$ cat config.mk
export PLATFORM = sky130hd
export DESIGN_NAME = hazard_fwd_unit
export DESIGN_NICKNAME = d
export VERILOG_FILES = /design/src/rtl/hazard_fwd_unit_pkg.sv /design/src/rtl/hazard_fwd_unit_fwd_match.sv /design/src/rtl/hazard_fwd_unit.sv
export SDC_FILE = /design/constraint.sdc
export NUM_CORES = 1
export LEC_CHECK = 0
export ABC_CLOCK_PERIOD_IN_PS = 9650
export CORE_ASPECT_RATIO = 0.7
export CORE_UTILIZATION = 36
export DETAILED_ROUTE_END_ITERATION = 12
export SLEW_MARGIN = 20
export SYNTH_ARGS = -nofsm -noshare
export SYNTH_HDL_FRONTEND = slang
export SYNTH_SLANG_ARGS = --single-unit
$ cat constraint.sdc
create_clock -name clk -period 9.65 [get_ports clk]
set_clock_uncertainty 0.05 [all_clocks]
set_input_delay 2.4125 -clock clk [delete_from_list [all_inputs] [get_ports clk]]
set_output_delay 2.4125 -clock clk [all_outputs]
set_load 0.1 [all_outputs]
$ cat src/rtl/hazard_fwd_unit_pkg.sv
// Shared CPU pipeline definitions: forward-mux select codes, hazard FSM states
// and default geometry for the hazard/forwarding unit.
package hazard_fwd_unit_pkg;

  localparam int NPORT_DEF  = 2;
  localparam int AW_DEF     = 5;
  localparam int MD_LAT_DEF = 4;

  typedef logic [1:0] fwd_sel_t;

  localparam fwd_sel_t FWD_RF   = 2'b00;  // register file
  localparam fwd_sel_t FWD_NEAR = 2'b01;  // nearest producer
  localparam fwd_sel_t FWD_FAR  = 2'b10;  // second-nearest producer

  typedef enum logic [1:0] {
    ST_RUN     = 2'd0,
    ST_HOLD1   = 2'd1,
    ST_MD_WAIT = 2'd2
  } hz_state_t;

endpackage

$ cat src/rtl/hazard_fwd_unit_fwd_match.sv
// Single-port producer/consumer compare: picks the nearest writing producer whose
// nonzero destination matches the consumer address, else the farther one.
module fwd_match
  import hazard_fwd_unit_pkg::*;
#(
  parameter int AW = AW_DEF
) (
  input  logic [AW-1:0] src_addr,
  input  logic          near_we,
  input  logic [AW-1:0] near_addr,
  input  logic          far_we,
  input  logic [AW-1:0] far_addr,
  output fwd_sel_t      sel
);

  always_comb begin
    sel = FWD_RF;
    if (near_we && (near_addr != '0) && (near_addr == src_addr)) begin
      sel = FWD_NEAR;
    end else if (far_we && (far_addr != '0) && (far_addr == src_addr)) begin
      sel = FWD_FAR;
    end
  end

endmodule

$ cat src/rtl/hazard_fwd_unit.sv
// Pipeline hazard detection and operand forwarding: combinational forward selects,
// stall/bubble generation for load-use, branch-in-ID and multiply/divide hazards.
module hazard_fwd_unit
  import hazard_fwd_unit_pkg::*;
#(
  parameter int NPORT  = NPORT_DEF,
  parameter int AW     = AW_DEF,
  parameter int MD_LAT = MD_LAT_DEF
) (
  input  logic                 clk,
  input  logic                 rst,
  input  logic                 flush,
  input  logic [NPORT*AW-1:0]  id_src_addr,
  input  logic [NPORT-1:0]     id_src_used,
  input  logic                 id_is_branch,
  input  logic                 id_md_use,
  input  logic [NPORT*AW-1:0]  ex_src_addr,
  input  logic                 idex_regwrite,
  input  logic                 idex_memread,
  input  logic                 idex_md_start,
  input  logic [AW-1:0]        idex_waddr,
  input  logic                 exmem_regwrite,
  input  logic                 exmem_memread,
  input  logic [AW-1:0]        exmem_waddr,
  input  logic                 memwb_regwrite,
  input  logic [AW-1:0]        memwb_waddr,
  output logic [2*NPORT-1:0]   fwd_id_sel,
  output logic [2*NPORT-1:0]   fwd_ex_sel,
  output logic                 fwd_mem,
  output logic                 stall,
  output logic                 bubble,
  output logic [31:0]          stall_count
);

  localparam int CW = $clog2(MD_LAT);
  localparam logic [CW-1:0] MD_LOAD = CW'(MD_LAT - 1);
  localparam int SD_PORT = (NPORT > 1) ? 1 : 0;

  hz_state_t     state_q, state_d;
  logic [CW-1:0] md_cnt_q, md_cnt_d;
  logic [31:0]   stall_count_q, stall_count_d;
  logic [AW-1:0] store_src_q, store_src_d;

  logic [NPORT-1:0] idex_hit, exmem_hit;

  for (genvar p = 0; p < NPORT; p++) begin : g_port
    fwd_sel_t id_sel, ex_sel;

    fwd_match #(.AW(AW)) u_id_match (
      .src_addr  (id_src_addr[p*AW +: AW]),
      .near_we   (exmem_regwrite),
      .near_addr (exmem_waddr),
      .far_we    (memwb_regwrite),
      .far_addr  (memwb_waddr),
      .sel       (id_sel)
    );

    fwd_match #(.AW(AW)) u_ex_match (
      .src_addr  (ex_src_addr[p*AW +: AW]),
      .near_we   (idex_regwrite),
      .near_addr (idex_waddr),
      .far_we    (exmem_regwrite),
      .far_addr  (exmem_waddr),
      .sel       (ex_sel)
    );

    assign fwd_id_sel[2*p +: 2] = rst ? FWD_RF : id_sel;
    assign fwd_ex_sel[2*p +: 2] = rst ? FWD_RF : ex_sel;

    assign idex_hit[p]  = id_src_used[p] && idex_regwrite && (idex_waddr != '0)
                          && (idex_waddr == id_src_addr[p*AW +: AW]);
    assign exmem_hit[p] = id_src_used[p] && exmem_regwrite && (exmem_waddr != '0)
                          && (exmem_waddr == id_src_addr[p*AW +: AW]);
  end

  // Store data in MEM came from EX port 1 one cycle earlier.
  assign store_src_d = ex_src_addr[SD_PORT*AW +: AW];
  assign fwd_mem = !rst && memwb_regwrite && (memwb_waddr != '0)
                   && (memwb_waddr == store_src_q);

  logic       idex_any, exmem_any;
  logic [1:0] need_n;

  always_comb begin
    idex_any  = |idex_hit;
    exmem_any = |exmem_hit;
    need_n    = 2'd0;
    if (id_is_branch && idex_any && idex_memread) begin
      need_n = 2'd2;
    end else if ((idex_any && idex_memread) || (id_is_branch && idex_any)
                 || (id_is_branch && exmem_any && exmem_memread)) begin
      need_n = 2'd1;
    end
  end

  always_comb begin
    state_d = ST_RUN;
    stall   = 1'b0;
    if (!rst && !flush) begin
      unique case (state_q)
        ST_RUN: begin
          if (need_n != 2'd0) begin
            stall   = 1'b1;
            state_d = (need_n == 2'd2) ? ST_HOLD1 : ST_RUN;
          end else if (id_md_use && (md_cnt_q != '0)) begin
            stall   = 1'b1;
            state_d = ST_MD_WAIT;
          end
        end
        ST_HOLD1: begin
          stall   = 1'b1;
          state_d = ST_RUN;
        end
        ST_MD_WAIT: begin
          stall   = 1'b1;
          state_d = (md_cnt_q <= CW'(1)) ? ST_RUN : ST_MD_WAIT;
        end
        default: begin
          stall   = 1'b0;
          state_d = ST_RUN;
        end
      endcase
    end
  end

  assign bubble = stall;

  always_comb begin
    md_cnt_d = md_cnt_q;
    if (idex_md_start) begin
      md_cnt_d = MD_LOAD;
    end else if (md_cnt_q != '0) begin
      md_cnt_d = md_cnt_q - CW'(1);
    end
    stall_count_d = stall_count_q;
    if (stall && (stall_count_q != '1)) begin
      stall_count_d = stall_count_q + 32'd1;
    end
  end

  assign stall_count = stall_count_q;

  always_ff @(posedge clk) begin
    if (rst) begin
      state_q       <= ST_RUN;
      md_cnt_q      <= '0;
      stall_count_q <= '0;
      store_src_q   <= '0;
    end else begin
      state_q       <= state_d;
      md_cnt_q      <= md_cnt_d;
      stall_count_q <= stall_count_d;
      store_src_q   <= store_src_d;
    end
  end

endmodule

==> qor.log, run 1 <==
qor: yosys.synth-edff-count 0
qor: run_status.outcome complete, no violations
qor: yosys.synth-seq-cells 41
qor: critical_path.critPathRequiredTime 7.19 ns
qor: global_route.antenna_violations_before_repair 0
qor: die.pin_count 91
qor: yosys.yosys_warnings 0
qor: global_route.number_of_global_route_vias_before_repair 2781
qor: critical_path.worstSetupStartpointType input port
qor: yosys.post_synth_most_frequent_cells dfxtp_1 (41), xor2_1 (30), a21oi_1 (28)
qor: finish.final_core_utilization 51.11%
qor: yosys.yosys.cell_count.top_type dfxtp_1
qor: finish.fill_cells 756
qor: yosys.syn_area_per_cell 8.349 um^2
qor: clocking.postCtsSetupRepairBufs 0
qor: detailed_routing.drtAntennaViolNets 0
qor: pwr.leakagePower 1.374 nW
qor: clocking.clk_pin_slew_worst_paths 0.06 ns
qor: job.max_cap_viol_count 0
qor: timing.setup_viol 0
qor: die.floorplan.die_area 8677 um^2
qor: critical_path.type_of_destination_of_the_critical_path output pin
qor: pwr.seqPwrFrac 36.4%
qor: worst_hold_path.hp-class register to register
qor: detailed_routing.drcViolationCount 0
qor: pwr.intPower 0.0003585 W
qor: pwr.net_switching_power 0.0001190 W
qor: yosys.synthDistinctLibCells 48
qor: yosys.netlist_top_cells_area dfxtp_1 (27%), xor2_1 (8.8%), xnor2_1 (7.6%), or4_1 (5.8%), o31ai_1 (5.0%)
qor: placement.post-dp-hpwl 6519 um
qor: critical_path.critical_path.max_fanout 5
qor: clocking.maximum_level_of_the_cts_h_tree 2
qor: timing.timing.final.max_slew_violations 0
qor: clocking.cts_repair_resize_count 0
qor: detailed_routing.dr_total_vias 2911
qor: detailed_routing.wirelength 8625 um
qor: clocking.clock_tree_from_tritoncts done
qor: finish.finish.net_count 486
qor: die.core_footprint 7939 um^2
qor: yosys.synth-async-reset-ratio 0%
qor: detailed_routing.first_drt_iteration_drcs 116
qor: placement.routability_congestion_estimate 0.9160
qor: clocking.ctsRootBufferMaster clkbuf_16
qor: global_route.grt_first_pass_wirelength 14230 um
qor: die.initial_utilization 37.65%
qor: clocking.max-clock-path-buffers 2
qor: global_route.track_usage 20.41%
qor: clocking.clock_insertion_delay_worst_skew 0.29 ns
qor: placement.port_buffers 90
qor: detailed_routing.viasPerCell 5.451
qor: finish.syn_to_final_growth 35.75%
qor: timing.unrepaired_setup_endpoints_after_global_routing false
qor: pwr.powerDensity 117.7 nW/um^2
qor: timing.fin_crit_sh 81.89%
qor: timing.holdWs 0.4439 ns
qor: clocking.cts-buffers-inserted 5
qor: die.die_x_extent 110.9 um
qor: timing.timing.fmax 126.5 MHz
qor: pwr.power.share.combinational 18.3%
qor: yosys.mappedNetlistNets 412
qor: timing.final.setup.tns 0 ns
qor: yosys.synth.yosys.seq_area_share 27.46%
qor: detailed_routing.drt-wirelength-per-cell 16.15 um
qor: yosys.synthesis.instances 358
qor: pwr.fraction_of_power_spent_switching_nets 24.92%
qor: timing.timing_worst_slew_pin_value 1.025 ns
qor: timing.postLayoutSetupSlackWorst 1.747 ns
qor: critical_path.cp.arrival 5.44 ns
qor: global_route.grt_overflow 0
qor: timing.timing_hold_violations_final 0
qor: finish.drive_gt1_share 7.159%
qor: detailed_routing.drtPass1Iterations 4
qor: yosys.synth_top_area_cell dfxtp_1
qor: pwr.power.clock.fraction 45.3%
qor: critical_path.worstSetupPathType input port to output pin
qor: timing.final_period_minus_worst_setup_slack 7.903 ns
qor: finish.antenna_cells_inserted 0
qor: yosys.synth_top_cell_area_share 27.46%
qor: yosys.synth.cell_area 2989 um^2
qor: global_route.pin_count_of_the_biggest_net_entering_global_routing 56
qor: die.placementRows 27
qor: pwr.max-vdd-ir-drop 0.00006794 V
qor: die.die-height 78.24 um
qor: placement.pre_cts_ws 1.801 ns
qor: clocking.postCtsHoldBufs 0
qor: timing.maxSlewHeadroom 31.43%
qor: yosys.synth-main-ff-cell dfxtp_1
qor: clocking.cts_num_sinks 41
[sequential cells by signal, indices dropped and copies added (netlist names)]
signal and cells:
store_src_q 5, md_cnt_q 2, state_q 2, stall_count 32
[layout by cell type (no fill, tap or decap), drive strengths merged, types with 5 or more instances in the layout]
cell,n
and3,10
xnor2,26
and4,6
inv,12
nand2,20
clkdlybuf4s50,86
nand3,23
nand4,10
clkbuf,5
buf,7
nor2b,7
or4,24
dfxtp,41
o31ai,20
nor4,12
xor2,30
o21ai,5
nor2,26
a21oi,28
ha,6
[layer usage]
metal | up-vias | part of all wire, % | GRT usage [%]
li1 | 1467 | - | -
met1 | 1385 | 54 | 29.78
met2 | 55 | 41 | 30.43
met3 | 4 | 4.3 | 5.019
met4 | 0 | 0.43 | 3.600
met5 | - | 0 | 0
[power by group through the flow]
stage	sequential, W	clock [W]	combinational (W)
2_1_floorplan	0.000179	0	0.0000527
3_3_place_gp	0.000178	0	0.0000870
3_5_place_dp	0.000178	0	0.0000866
4_1_cts	0.000174	0.000220	0.0000871
5_1_grt	0.000174	0.000230	0.0000940
6_report	0.000174	0.000216	0.0000872
[worst max-delay path, stage by stage]
cell and delay, ns:
clkdlybuf4s50_1 0.56, or4_4 0.62, o21ai_4 0.18, nor4_1 0.08
nand3_1 0.10, nor4b_1 0.29, clkdlybuf4s50_1 1.20
[worst paths after layout]
path / startpoint / endpoint / slack [ns] / depth (start not counted)
setup / recovery: idex_waddr[1] / fwd_ex_sel[3] / 1.75 / 7
hold reg to reg: stall_count[23] / stall_count[23] / 0.44 / 2
hold / removal: stall_count[23] / stall_count[23] / 0.44 / 2
setup reg to reg: stall_count[0] / stall_count[5] / 6.55 / 9
[kinds of logic (layout without fill, tap and decap cells)]
logic type                 count (synthesis)  after routing  synth area share, %
xor gates and xnor gates                  56             56                16.41
DFF                                       41             41                27.46
and+or+nand+nor                          145            145                28.88
AOI/OAI and AO/OA                         68             68                16.16
adders and majority gates                  6              6                2.511
buffers and inverters                     38            113                6.990
muxes                                      4              4                1.590
[stage by stage]
stage,total power [W],instance area (um^2),instances
floorplan,0.0002320,2989,358
finish,0.0004774,4058,534
global route,0.0004986,4058,534
detailed placement,0.0002642,3867,526
CTS,0.0004813,4058,534
global placement,0.0002646,3867,526
[area by class of cell]
type | count | area (um^2) | share of cell area (%)
Clock buffer | 5 | 125.1 | 3.084
Clock inverter | 3 | 65.06 | 1.603
Inverter | 12 | 47.55 | 1.172
Multi-Input combinational cell | 279 | 1959 | 48.29
Sequential cell | 41 | 820.8 | 20.23
Tap cell | 101 | 126.4 | 3.114
Timing Repair Buffer | 93 | 913.4 | 22.51
Power figures use the tool's default switching activity.
==> run 2: changes to the inputs <==
ABC_CLOCK_PERIOD_IN_PS = 6800   (was 9650)
PLACE_DENSITY = 0.67   (was not set)
clock period = 6.8 ns   (was 9.65 ns; I/O delays follow)
==> qor.log, run 2 (same netlist as run 1, synthesis figures left out) <==
qor: critical_path.rr_startpoint stall_count[1]
qor: clocking.postCtsHoldBufs 0 [unchanged]
qor: timing.unrepaired_setup_endpoints_after_global_routing false
qor: detailed_routing.wirelength 8873 um [+2.9%]
qor: detailed_routing.drcViolationCount 0 [unchanged]
qor: placement.port_buffers 90 [unchanged]
qor: global_route.pin_count_of_the_biggest_net_entering_global_routing 55 [-1.8%]
qor: detailed_routing.drtAntennaViolNets 0 [unchanged]
qor: finish.syn_to_final_growth 37.71%
qor: critical_path.ff2ff_path_depth 9 [unchanged]
qor: global_route.track_usage 21.00% [+0.58 points]
qor: critical_path.type_of_destination_of_the_critical_path output pin
qor: timing.fin_crit_sh 83.10%
qor: finish.most_common_cell_after_layout_fill_and_taps_aside clkdlybuf4s50_1
qor: timing.final_period_minus_worst_setup_slack 5.651 ns
qor: placement.routability_congestion_estimate 0.9022 [-1.5%]
qor: pwr.powerDensity 153.9 nW/um^2 [+31%]
qor: finish.leading_cell_types_in_the_layout_fill_and_taps_excluded clkdlybuf4s50_1 (79), dfxtp_1 (41), xor2_1 (30)
qor: pwr.leakagePower 1.398 nW [+1.7%]
qor: die.floorplan.die_area 8677 um^2 [unchanged]
qor: pwr.max-vdd-ir-drop 0.00009744 V [+43%]
qor: critical_path.timing.reg2reg.setup_slack 3.70 ns [-2.85 ns]
qor: global_route.number_of_global_route_vias_before_repair 2894 [+4.1%]
qor: detailed_routing.first_drt_iteration_drcs 168 [+45%]
qor: detailed_routing.dr_total_vias 2963 [+1.8%]
qor: finish.drive_gt1_share 9.259% [+2.1 points]
qor: die.die_x_extent 110.9 um [unchanged]
qor: die.placementRows 27 [unchanged]
qor: clocking.clk_pin_slew_worst_paths 0.05 ns [about the same]
qor: critical_path.worst_flop_to_flop_path_endpoint stall_count[5]
qor: die.die-height 78.24 um [unchanged]
qor: clocking.cts_num_sinks 41 [unchanged]
qor: placement.post-dp-hpwl 6737 um [+3.3%]
qor: clocking.postCtsSetupRepairBufs 0 [unchanged]
qor: critical_path.critPathRequiredTime 5.05 ns [-2.14 ns]
qor: finish.finish.net_count 486 [unchanged]
qor: critical_path.cp.arrival 3.90 ns [-1.54 ns]
qor: clocking.clock_insertion_delay_worst_skew 0.28 ns [about the same]
qor: pwr.p_total 0.0006335 W [+33%]
qor: clocking.cts-buffers-inserted 5 [unchanged]
qor: clocking.max-clock-path-buffers 2 [unchanged]
qor: job.max_cap_viol_count 0 [unchanged]
qor: global_route.grt_overflow 0 [unchanged]
qor: timing.timing.final.max_slew_violations 0 [unchanged]
qor: clocking.clock_tree_from_tritoncts done
qor: finish.antenna_cells_inserted 0 [unchanged]
qor: run_status.outcome complete, no violations
qor: detailed_routing.drtPass1Iterations 4 [unchanged]
qor: worst_hold_path.count_of_cells_along_the_worst_hold_path 2 [unchanged]
qor: die.core_footprint 7939 um^2 [unchanged]
qor: timing.final.setup.tns 0 ns [unchanged]
qor: timing.maxSlewHeadroom 34.47% [+3.0 points]
qor: critical_path.worstSetupPathType input port to output pin
qor: clocking.cts_repair_resize_count 0 [unchanged]
qor: critical_path.worstSetupStartpointType input port
qor: timing.setup_viol 0 [unchanged]
qor: global_route.antenna_violations_before_repair 0 [unchanged]
qor: timing.timing_worst_slew_pin_value 0.9799 ns [-0.04547 ns]
qor: clocking.ctsRootBufferMaster clkbuf_16
qor: worst_hold_path.hp-class register to register
qor: global_route.grt_first_pass_wirelength 14770 um [+3.8%]
qor: clocking.maximum_level_of_the_cts_h_tree 2 [unchanged]
qor: critical_path.critical_path.max_fanout 9 [+4]
qor: die.initial_utilization 37.65% [unchanged]
qor: finish.largest_register_ff_count 32 [unchanged]
qor: timing.timing_hold_violations_final 0 [unchanged]
qor: worst_hold_path.timing.hold.worst_endpoint stall_count[28]
qor: worst_hold_path.min-delay-start stall_count[28]
qor: die.pin_count 91 [unchanged]
qor: detailed_routing.drt-wirelength-per-cell 16.65 um [+3.1%]
qor: detailed_routing.viasPerCell 5.559 [+2.0%]
qor: timing.timing.fmax 177.0 MHz
run 2: worst max path at each step:
stage	startpoint	to	slack [ns]
4_1_cts	idex_waddr[1]	stall	1.17
5_1_grt	exmem_waddr[0]	stall	1.06
2_1_floorplan	idex_waddr[2]	fwd_ex_sel[1]	0.69
6_report	idex_waddr[1]	stall	1.15
3_5_place_dp	idex_waddr[1]	stall	1.18
3_3_place_gp	idex_waddr[1]	stall	1.24
run 2: per-stage QoR:
step | setup WS, ns | utilization [%] | cells | cell area, um^2 | hold slack, ns
after floorplan | 0.6852 | - | 358 | 3008 | 0.4789
after global placement | 1.242 | 49.83 | 526 | 3956 | 0.4203
after detailed placement | 1.180 | 49.83 | 526 | 3956 | 0.4417
after CTS | 1.175 | 51.85 | 533 | 4116 | 0.4503
after global routing | 1.061 | 51.85 | 533 | 4116 | 0.4743
final | 1.149 | 51.85 | 533 | 4116 | 0.4465
run 2: critical path, cell delays in order:
cell	delay (ns)
clkdlybuf4s50_1	0.56
or4_4	0.63
o21ai_4	0.19
nor2_1	0.07
o21a_2	0.14
a211oi_4	0.29
inv_4	0.12
buf_12	0.19
run 2: metal layers:
metal  GRT usage, %  part of all wire [%]  routed length (um)  vias to the layer above
met1          30.16                    50                4416                     1427
met5              0                     0                   0                        -
met4          3.467                  0.36                  32                        0
met2          32.92                    45                3987                       71
li1               -                     -                   -                     1463
met3          4.015                   4.9                 436                        2
run 2: layout make-up:
type	count	area, um^2
tap	101	126.4
clock buffer	5	125.1
inverter	12	47.55
fill	743	3822
sequential	41	820.8
clock inverter	2	35.03
multi-input combinational	279	1978
timing repair buffer	93	983.4
run 2: report_power, final:
part / switching [W] / internal [W]
Combinational: 0.0000704 / 0.0000574
Sequential: 0.00000287 / 0.000244
Clock: 0.0000885 / 0.000170
==> run 3: changes to the inputs <==
ABC_CLOCK_PERIOD_IN_PS = 5000   (was 6800)
clock period = 5 ns   (was 6.8 ns; I/O delays follow)
==> qor.log, run 3 (same netlist as run 1, synthesis figures left out) <==
qor: timing.fin_crit_sh 95.24%
qor: finish.antenna_cells_inserted 0 [unchanged]
qor: clocking.postCtsSetupRepairBufs 0 [unchanged]
qor: timing.setup_viol 0 [unchanged]
qor: critical_path.critical_path.max_fanout 5 [-4]
qor: timing.final_period_minus_worst_setup_slack 4.762 ns
qor: critical_path.critPathRequiredTime 3.70 ns [-1.35 ns]
qor: global_route.pin_count_of_the_biggest_net_entering_global_routing 55 [unchanged]
qor: global_route.grt_overflow 0 [unchanged]
qor: detailed_routing.drtPass1Iterations 5 [+1]
qor: placement.routability_congestion_estimate 0.9580 [+6.2%]
qor: die.floorplan.die_area 8677 um^2 [unchanged]
qor: die.placementRows 27 [unchanged]
qor: job.max_cap_viol_count 0 [unchanged]
qor: detailed_routing.viasPerCell 5.619 [+1.1%]
qor: critical_path.type_of_destination_of_the_critical_path output pin
qor: clocking.cts_repair_resize_count 0 [unchanged]
qor: global_route.antenna_violations_before_repair 0 [unchanged]
qor: timing.timing.fmax 210.0 MHz
qor: die.die-height 78.24 um [unchanged]
qor: finish.drive_gt1_share 10.68% [+1.4 points]
qor: detailed_routing.dr_total_vias 3040 [+2.6%]
qor: global_route.number_of_global_route_vias_before_repair 2825 [-2.4%]
qor: finish.finish.net_count 493 [+1.4%]
qor: timing.timing_worst_slew_pin_value 0.9999 ns [+0.02001 ns]
qor: pwr.leakagePower 1.455 nW [+4.0%]
qor: timing.unrepaired_setup_endpoints_after_global_routing false
qor: timing.timing_hold_violations_final 0 [unchanged]
qor: placement.pre_cts_ws 0.3036 ns [-0.8764 ns]
qor: pwr.max-vdd-ir-drop 0.0001285 V [+32%]
qor: clocking.cts-buffers-inserted 5 [unchanged]
qor: global_route.track_usage 20.97% [-0.024 points]
qor: clocking.postCtsHoldBufs 0 [unchanged]
qor: detailed_routing.drtAntennaViolNets 0 [unchanged]
qor: clocking.max-clock-path-buffers 2 [unchanged]
qor: critical_path.slowest_delay 0.68 ns [+0.05 ns]
qor: critical_path.worstSetupStartpointType input port
qor: global_route.grt_first_pass_wirelength 14680 um [-0.65%]
qor: clocking.maximum_level_of_the_cts_h_tree 2 [unchanged]
qor: finish.leading_cell_types_in_the_layout_fill_and_taps_excluded clkdlybuf4s50_1 (79), dfxtp_1 (41), xor2_1 (30)
qor: worst_hold_path.hp-class register to register
qor: critical_path.cp.arrival 3.46 ns [-0.44 ns]
qor: die.core_footprint 7939 um^2 [unchanged]
qor: critical_path.timing.critical_path.cells clkdlybuf4s50_1, or4_4, o21ai_4, nor4_1, nand3_1, nor2_1, buf_12
qor: detailed_routing.drt-wirelength-per-cell 16.70 um [+0.30%]
qor: pwr.p_total 0.0008880 W [+40%]
qor: timing.timing.final.max_slew_violations 0 [unchanged]
qor: clocking.cts_num_sinks 41 [unchanged]
qor: clocking.clock_tree_from_tritoncts done
qor: finish.largest_register_ff_count 32 [unchanged]
qor: run_status.outcome complete, no violations
qor: timing.postLayoutSetupSlackWorst 0.2381 ns [-0.9111 ns]
qor: detailed_routing.wirelength 9033 um [+1.8%]
qor: critical_path.crit_slowest_cell clkdlybuf4s50_1
qor: detailed_routing.drcViolationCount 0 [unchanged]
qor: placement.port_buffers 90 [unchanged]
qor: placement.post-dp-hpwl 7176 um [+6.5%]
qor: die.die_x_extent 110.9 um [unchanged]
qor: clocking.clk_pin_slew_worst_paths 0.06 ns [about the same]
qor: die.pin_count 91 [unchanged]
qor: timing.maxSlewHeadroom 33.13% [-1.3 points]
qor: finish.syn_to_final_growth 41.86%
qor: clocking.clock_insertion_delay_worst_skew 0.28 ns [about the same]
qor: critical_path.worstSetupPathType input port to output pin
qor: finish.most_common_cell_after_layout_fill_and_taps_aside clkdlybuf4s50_1
qor: clocking.ctsRootBufferMaster clkbuf_16
qor: die.initial_utilization 37.65% [unchanged]
qor: detailed_routing.first_drt_iteration_drcs 181 [+7.7%]
qor: finish.fill_cells 729 [-1.9%]
qor: pwr.powerDensity 209.4 nW/um^2 [+36%]
-- run 3: changes by cell type in the layout (fill, tap and decap cells not counted) --
cell      change
buf_4         +3
nor4b_4       +1
clkbuf_8      +1
buf_12        +4
clkinv_2      -1
clkbuf_1      +1
nor4b_2       -1
-- run 3: final timing paths --
kind,from,slack (ns),endpoint,cells past startpoint
max,idex_waddr[4],0.24,fwd_ex_sel[2],7
min,stall_count[10],0.45,stall_count[10],2
min reg2reg,stall_count[10],0.45,stall_count[10],2
max reg2reg,stall_count[0],1.65,stall_count[5],8
-- run 3: where the power goes --
group | switching [W] | internal [W] | leakage (nW)
Combinational | 0.0000986 | 0.0000828 | 1.04
Clock | 0.000122 | 0.000249 | 0.0841
Sequential | 0.00000368 | 0.000332 | 0.332
Total | 0.000224 | 0.000664 | 1.45
-- run 3: metal layers --
metal  wire length (um)  share of wire, %  track usage [%]
met3                672               7.4            4.865
met2               3712                41            30.06
met1               4572                51            31.45
met4                 76              0.84            4.267
met5                  0                 0                0
-- run 3: layout make-up --
class / instances / area (um^2) / area share [%]
clock buffers: 7 / 142.6 / 3.364
multi-input cells: 279 / 1987 / 46.86
well taps: 101 / 126.4 / 2.980
repair buffers: 100 / 1086 / 25.61
flip-flops and latches: 41 / 820.8 / 19.36
clock inverters: 1 / 30.03 / 0.7082
inverters: 12 / 47.55 / 1.121
-- run 3: stage by stage --
stage	instances	cell area (um^2)	TNS (ns)	utilization (%)	hold WS, ns
2_1_floorplan	358	3017	-0.2148	-	0.4789
3_3_place_gp	533	4068	0	51.24	0.4281
3_5_place_dp	533	4068	0	51.24	0.4401
4_1_cts	541	4240	0	53.41	0.4480
5_1_grt	541	4240	0	53.41	0.4746
6_report	541	4240	0	53.41	0.4456
-- run 3: worst max-delay path, delay by kind of cell --
family                 cells  cell delay (ns)
AO/OA/AOI/OAI              1             0.06
buffers and inverters      2             0.90
AND/OR/NAND/NOR            4             1.24
